==> src/rtl/aes_pkg.sv <==
// Shared AES helpers: GF(2^8) arithmetic, column width and the InvMixColumns FSM states.
package aes_pkg;

  localparam int         COL_W  = 32;
  localparam logic [7:0] GF_RED = 8'h1B;

  typedef enum logic [1:0] {
    IDLE = 2'd0,
    BUSY = 2'd1,
    DONE = 2'd2
  } imc_state_t;

  function automatic logic [7:0] gf_xtime(input logic [7:0] a);
    return {a[6:0], 1'b0} ^ (a[7] ? GF_RED : 8'h00);
  endfunction

  function automatic logic [7:0] gf_mul(input logic [7:0] a, input logic [7:0] b);
    logic [7:0] acc;
    logic [7:0] sh;
    acc = 8'h00;
    sh  = a;
    for (int i = 0; i < 8; i++) begin
      if (b[i]) acc = acc ^ sh;
      sh = gf_xtime(sh);
    end
    return acc;
  endfunction

endpackage

==> src/rtl/inv_mix_col32.sv <==
// Combinational InvMixColumns of one 32-bit column (row 0 in the MSB byte).
module inv_mix_col32
  import aes_pkg::*;
(
  input  logic [COL_W-1:0] col_i,
  output logic [COL_W-1:0] col_o
);

  logic [7:0] s  [4];
  logic [7:0] x2 [4];
  logic [7:0] x4 [4];
  logic [7:0] x8 [4];
  logic [7:0] m9 [4];
  logic [7:0] mb [4];
  logic [7:0] md [4];
  logic [7:0] me [4];

  // Each coefficient is a sum of doublings of the byte, so only three xtimes per byte are needed.
  for (genvar r = 0; r < 4; r++) begin : g_byte
    assign s[r]  = col_i[COL_W-1-8*r -: 8];
    assign x2[r] = gf_xtime(s[r]);
    assign x4[r] = gf_xtime(x2[r]);
    assign x8[r] = gf_xtime(x4[r]);
    assign m9[r] = x8[r] ^ s[r];
    assign mb[r] = x8[r] ^ x2[r] ^ s[r];
    assign md[r] = x8[r] ^ x4[r] ^ s[r];
    assign me[r] = x8[r] ^ x4[r] ^ x2[r];
  end

  for (genvar r = 0; r < 4; r++) begin : g_row
    assign col_o[COL_W-1-8*r -: 8] = me[r] ^ mb[(r+1)%4] ^ md[(r+2)%4] ^ m9[(r+3)%4];
  end

endmodule

==> src/rtl/inv_mix_columns_iter.sv <==
// Iterative InvMixColumns: one column per clock through a shared column multiplier,
// valid/ready on both sides, result driven straight from the working register.
module inv_mix_columns_iter
  import aes_pkg::*;
(
  input  logic         clk,
  input  logic         rst_n,
  input  logic         in_valid,
  output logic         in_ready,
  input  logic [127:0] in_data,
  output logic         out_valid,
  input  logic         out_ready,
  output logic [127:0] out_data
);

  imc_state_t        state_q, state_d;
  logic [1:0]        col_q, col_d;
  logic [127:0]      work_q, work_d;
  logic [COL_W-1:0]  col_in;
  logic [COL_W-1:0]  col_out;
  logic              accept;

  assign out_valid = (state_q == DONE);
  assign in_ready  = (state_q == IDLE) || ((state_q == DONE) && out_ready);
  assign accept    = in_valid && in_ready;
  assign out_data  = work_q;

  always_comb begin
    col_in = work_q[127:96];
    case (col_q)
      2'd0:    col_in = work_q[127:96];
      2'd1:    col_in = work_q[95:64];
      2'd2:    col_in = work_q[63:32];
      default: col_in = work_q[31:0];
    endcase
  end

  inv_mix_col32 u_col (
    .col_i (col_in),
    .col_o (col_out)
  );

  always_comb begin
    state_d = state_q;
    col_d   = col_q;
    work_d  = work_q;
    case (state_q)
      IDLE: begin
        if (accept) begin
          state_d = BUSY;
          col_d   = 2'd0;
          work_d  = in_data;
        end
      end
      BUSY: begin
        case (col_q)
          2'd0:    work_d[127:96] = col_out;
          2'd1:    work_d[95:64]  = col_out;
          2'd2:    work_d[63:32]  = col_out;
          default: work_d[31:0]   = col_out;
        endcase
        col_d = col_q + 2'd1;
        if (col_q == 2'd3) state_d = DONE;
      end
      DONE: begin
        // Draining and accepting share one edge so a stream runs at one state per 5 cycles.
        if (out_ready) begin
          if (in_valid) begin
            state_d = BUSY;
            col_d   = 2'd0;
            work_d  = in_data;
          end else begin
            state_d = IDLE;
          end
        end
      end
      default: state_d = IDLE;
    endcase
  end

  always_ff @(posedge clk or negedge rst_n) begin
    if (!rst_n) begin
      state_q <= IDLE;
      col_q   <= 2'd0;
      work_q  <= '0;
    end else begin
      state_q <= state_d;
      col_q   <= col_d;
      work_q  <= work_d;
    end
  end

endmodule

==> config.mk <==
export PLATFORM = sky130hd
export DESIGN_NAME = inv_mix_columns_iter
export DESIGN_NICKNAME = d
export VERILOG_FILES = /design/src/rtl/aes_pkg.sv /design/src/rtl/inv_mix_col32.sv /design/src/rtl/inv_mix_columns_iter.sv
export SDC_FILE = /design/constraint.sdc
export NUM_CORES = 1
export LEC_CHECK = 0
export ABC_AREA = 1
export CAP_MARGIN = 10
export CORE_UTILIZATION = 56
export DETAILED_ROUTE_END_ITERATION = 6
export PLACE_DENSITY = 0.84
export SLEW_MARGIN = 20
export SYNTH_ARGS = -nofsm -noshare
export SYNTH_HDL_FRONTEND = slang
export SYNTH_SLANG_ARGS = --single-unit
==> constraint.sdc <==
create_clock -name clk -period 3.6 [get_ports clk]
set_input_delay 0.72 -clock clk [delete_from_list [all_inputs] [get_ports clk]]
set_output_delay 0.72 -clock clk [all_outputs]
set_load 0.03 [all_outputs]
Yosys cells after proc, flatten, opt, wreduce, memory -nomap -nowiden. Cells that the tools add are included.

Logic and storage cells: 111. Register bits: 132.

Eq/ne operators: 13. Add/sub/neg operators: 1. Mux-type cells: 30. Bitwise operators: 48. Reduce and logical (&&, ||, !) cells: 13.

Operators with widths (number): $mux W128 (3); $pmux W128 S3 (1); $xor A8 B8 Y8 (48); $mux W32 (4); $pmux W32 S3 (1); $mux W5 (12); $reduce_and A5 Y1 (4); $mux W2 (6); $pmux W2 S3 (2); $ne A2 B1 Y1 const B (4); $ne A2 B2 Y1 const B (4); $eq A2 B2 Y1 const B (3); $eq A2 B1 Y1 const B (2); $logic_not A2 Y1 (2); $reduce_and A4 Y1 (1); $reduce_and A3 Y1 (1); $reduce_bool A3 Y1 (1); $reduce_or A3 Y1 (1); $add A2 B1 Y2 const B (1); $logic_and A1 B1 Y1 (2); $logic_or A1 B1 Y1 (1); $mux W1 (1).

Depth between registers and ports, before layout.
Depth after elaboration: 15. Depth in mapped cells: 22.

By module. Synthesis repeated with hierarchy kept, for this count alone.

Cells, all modules: 1859. Area, all modules: 11528.6 um2.

By module, submodules not included: inv_mix_columns_iter (cells an instance 1083, area an instance 7358.3 um2, instances 1); inv_mix_col32 (cells an instance 776, area an instance 4170.2 um2, instances 1).

Worst setup path after synthesis. No wires, ideal clock.

Kind: reg2reg. From: reg col_q[0]. To: reg work_q[9], in the netlist out_data[9]. Arrival time: 2.324 ns. Stages on the path, launching flop included: 18. Setup slack: 1.189 ns. Path buffers: 1. Library setup time: 0.087 ns. Cell sequence: dfrtp_1 -> inv_1 -> ha_1 -> buf_4 -> nand2_1 -> nand2_1 -> o21bai_2 -> nand2_1 -> nand2_1 -> nand2_1 -> nand2_2 -> nand2_1 -> nand2_1 -> xor2_1 -> inv_1 -> nand2_1 -> nand3_2 -> a22oi_1.

Longest elaborated chain between the ends: 13.

Ends and longest elaborated chain: start: declaration (RTL line inv_mix_columns_iter.sv:17) `logic [1:0] col_q, col_d;`; start signal: assignment (RTL line inv_mix_columns_iter.sv:88) `col_q <= col_d;`; $eq A2 B2 Y1 (tied with other cells) (RTL line inv_mix_columns_iter.sv:30, inv_mix_columns_iter.sv:56); $pmux W32 S3 (RTL line inv_mix_columns_iter.sv:30) `case (col_q)`; $xor A8 B8 Y8 (RTL line aes_pkg.sv:14) `return {a[6:0], 1'b0} ^ (a[7] ? GF_RED : 8'h00);`; $mux W5 / $xor A8 B8 Y8 (equally long branches) (RTL line aes_pkg.sv:14); $xor A8 B8 Y8 / $mux W5 (equally long branches) (RTL line aes_pkg.sv:14); $xor A8 B8 Y8 (RTL line aes_pkg.sv:14); $xor A8 B8 Y8 (on tied branches) (2 in series) (RTL line inv_mix_col32.sv:27, inv_mix_col32.sv:25); $xor A8 B8 Y8 (3 in series) (RTL line inv_mix_col32.sv:31) `assign col_o[COL_W-1-8*r -: 8] = me[r] ^ mb[(r+1)%4] ^ md[(r+2)%4] ^ m9[(r+3)%4];`; $mux W32 (RTL line inv_mix_columns_iter.sv:56) `case (col_q)`; $pmux W128 S3 (RTL line inv_mix_columns_iter.sv:47) `case (state_q)`; end signal: assignment (RTL line inv_mix_columns_iter.sv:89) `work_q <= work_d;`; end: declaration (RTL line inv_mix_columns_iter.sv:18) `logic [127:0] work_q, work_d;`.

Several ways; a longest one is shown, not always the timed one. The select of a mux whose other input is x is not followed. A chain may end at the register's enable or synchronous reset.

Final worst setup path.
From: reg col_q[1]. To: reg work_q[54], in the netlist out_data[54].

Longest elaborated chain between the ends: 13.

Ends and longest elaborated chain (RTL line): $eq A2 B2 Y1 (tied with other cells) (inv_mix_columns_iter.sv:30, inv_mix_columns_iter.sv:56); $pmux W32 S3 (inv_mix_columns_iter.sv:30); $mux W5 (aes_pkg.sv:14); $xor A8 B8 Y8 (3 in series) (aes_pkg.sv:14); $xor A8 B8 Y8 (on tied branches) (2 in series) (inv_mix_col32.sv:27, inv_mix_col32.sv:25); $xor A8 B8 Y8 (3 in series) (inv_mix_col32.sv:31); $mux W32 (inv_mix_columns_iter.sv:56); $pmux W128 S3 (inv_mix_columns_iter.sv:47).

Several ways; a longest one is shown, not always the timed one. The select of a mux whose other input is x is not followed.

==> metrics <==
final sum of negative setup slack=0 ns; clk_skew=0.0103 ns; final hold slack=0.423 ns; routed len/inst=22.6 um; CP Launch Type=register; Num CTS Buffers=17; mux cell area share after synthesis=0%; MaxCap Viol Count=0; DRT iter0 DRCs=1929; H-tree levels=4; # nets final=roughly 2100; Main synth FF type=dfrtp_1; Clock transition at path regs=0.07 ns; crit path kind=register to register; setup violators final=0; global-route wire length before repair=between 70000 and 80000 um; Ys Warns=0; main combinational cell family by area after synthesis=simple AND/OR/NAND/NOR gates; remaining routing DRC violations=0; Slew headroom=37.8%; # hold bufs at CTS=0; layout cell share with drive strength beyond 1=13.4%; Sequential Area=roughly 0.0033 sq mm; post-synthesis cell type count=51; Die Span Y=between 100 and 150 um; Port Buffers=261; Net Count, Synth=1857; Post-CTS Setup Inserts=0; clock tree sinks=132; CTS Buffer Depth=2; num ports=262; r2r endpoint=out_data[54]; cell count of the worst reg-to-reg path=14; initial antenna violation count=0; DR vias=13900; die area=0.0215 sq mm; mapped cell area=0.0117 sq mm; Reg2Reg Setup Slack=between 0.08 and 0.09 ns; Worst Tran Pin Value=0.932 ns; Worst R2R Start=col_q[1]; Worst Path Required=3.93 ns; Hold Path Class=input port to async pin; 1st-pass router iterations=6; GPL Wtd Cong=1.06; grt ovf=0; core area=0.0204 sq mm; #FFs+latches synth=132; worst-path fanout max=45; post-layout min period=3.51 ns; largest net degree at the start of global routing=between 70 and 80; GRT Overall Usage=47.5%; Skew-Pair Late Insertion Delay=0.43 ns; post-DP HPWL=~38000 um; ANT nets after route=0; DR vias/cell=6.13; Post-synth EDFFs=0; number of global-route vias before repair=13200; CTS tree=built; synthesized area per cell=6.80 sq um; asr flop ratio synth=100%; final period utilization=97.5%; Synth Area in Adders=0.535%; Area Growth Syn to Fin=30.3%; die span in x=between 100 and 150 um; post-route worst setup slack=0.0891 ns; area fraction in compound gates after synthesis=approximately 18%; Critical Path AT=around 3.8 ns; pre-CTS WS=~0.27 ns; XOR/XNOR share of the synthesized area=a little under a tenth; initial cell density of the core=57.4%; Highest Clock Rate=0.285 GHz; Routed Wire Length=51100 um; Final Core Density=roughly three quarters; CTS Root Cell=clkbuf_16; Seq/Total Area, Yosys=28.2%; fill count=1447; Final Hold Fails=0; max-slew violation count=0; status=complete, no violations; diode count=0; multi-input logic area=0.00760 sq mm; post-synthesis simple-gate area fraction=37.0%; CP Capture Type=register; Cell Rows=52; Mapped Cells=1720
-- worst max-delay path, cell delays in order (launching register included) --
cell and delay (ns):
dfrtp_1 0.45, ha_1 0.31, inv_8 0.30, nand2_1 0.15, o21bai_2 0.39, buf_4 0.21, nand2_1 0.07, nand2_1 0.13
xor2_1 0.35, inv_1 0.08, nand2_1 0.11, nand2_1 0.06, nand3_1 0.06, nand3_1 0.37, a21boi_0 0.36
-- layer usage --
metal / part of all wire (%) / wire (um) / track usage [%] / vias up
met5: 0 / 0 / 0 / -
met3: 13 / 6620 / 12.0 / 261
met2: 44 / 22500 / 74.2 / 1164
met1: 37 / 18800 / 60.5 / 6386
met4: 6.2 / 3180 / 24.7 / 0
li1: - / - / - / 6044
-- cell type report --
| cell class | count | area share [%] |
|---|---|---|
| Timing Repair Buffer | 300 | 19.2 |
| Clock buffer | 17 | 2.79 |
| Multi-Input combinational cell | 1401 | 49.9 |
| Inverter | 128 | 3.22 |
| Tap cell | 270 | 2.22 |
| Clock inverter | 14 | 1.03 |
| Sequential cell | 132 | 21.7 |
-- cells by family after synthesis --
| logic type | after synthesis |
|---|---|
| fa+ha+maj | 5 |
| simple gates | 965 |
| xor+xnor | 114 |
| flops | 132 |
| compound gates | 317 |
| buf+inv | 187 |
-- registers in the layout (all words and copies together) (netlist names) --
name      count
out_data    128
state_q       2
col_q         2
-- placed cells by master (no fill, tap or decap), types with 5 or more instances in the layout --
cell and count:
o21ai_2 7, xor2_1 84, o21ai_0 10, a21boi_1 75, nor2_1 55, or2_0 13, nor2_4 7, nor2_2 16
xnor2_1 24, dfrtp_1 132, or2_1 6, a21oi_1 153, a21oi_2 5, or2_2 67, nand3_1 123, a2bb2oi_1 20
nand3_2 15, nand3b_1 6, o21bai_4 6, buf_4 38, nand2_2 40, nand2_1 609, o21bai_2 6, a21boi_0 8
inv_2 7, inv_1 117, o21ai_1 9, clkdlybuf4s50_1 260, clkbuf_16 17
-- what timing repair did --
action                     CTS  global route
setup endpoints to repair    0            26
hold endpoints to repair     0             0
resized for setup            0             2
-- synth_stat cells (6+ instances only) --
master / n / area share (%)
o21ai_0: 10 / 0.43
inv_2: 8 / 0.26
inv_1: 117 / 3.8
or2_2: 67 / 3.6
o21bai_4: 6 / 0.96
o21ai_2: 6 / 0.45
a21oi_1: 156 / 6.7
dfrtp_1: 132 / 28
a21boi_0: 8 / 0.51
a2bb2oi_1: 20 / 1.5
nand3_1: 123 / 5.3
a21boi_1: 75 / 4.8
or2_0: 13 / 0.70
clkbuf_1: 37 / 1.2
nand3b_1: 6 / 0.39
buf_4: 9 / 0.58
o21ai_1: 10 / 0.43
nand2_2: 40 / 2.1
o21bai_2: 6 / 0.58
nor2_2: 18 / 0.96
xor2_1: 84 / 6.3
buf_6: 6 / 0.58
nand3_2: 15 / 1.3
or2_1: 6 / 0.32
xnor2_1: 24 / 1.8
nand2_1: 609 / 20
nor2_1: 55 / 1.8
-- how the worst max path moves through the flow --
stage | start | to | slack, ns | cells after the start
final | col_q[1] | out_data[54] | 0.09 | 14
after global routing | col_q[1] | out_data[22] | -0.004 | 15
after detailed placement | col_q[0] | out_data[9] | 0.27 | 19
after global placement | col_q[0] | out_data[9] | 0.42 | 19
after CTS | col_q[0] | out_data[9] | 0.17 | 19
after floorplan | col_q[0] | out_data[9] | 1.19 | 17
-- through the flow --
stage | area [sq um] | cells
3_3_place_gp | 14700 | 2231
5_1_grt | 15200 | 2262
3_5_place_dp | 14700 | 2231
2_1_floorplan | 11700 | 1720
4_1_cts | 15200 | 2262
6_report | 15200 | 2262
Power is left out: the tool's default activity adds up to more than one toggle a clock period on the data nets, which glitch-free logic cannot reach.
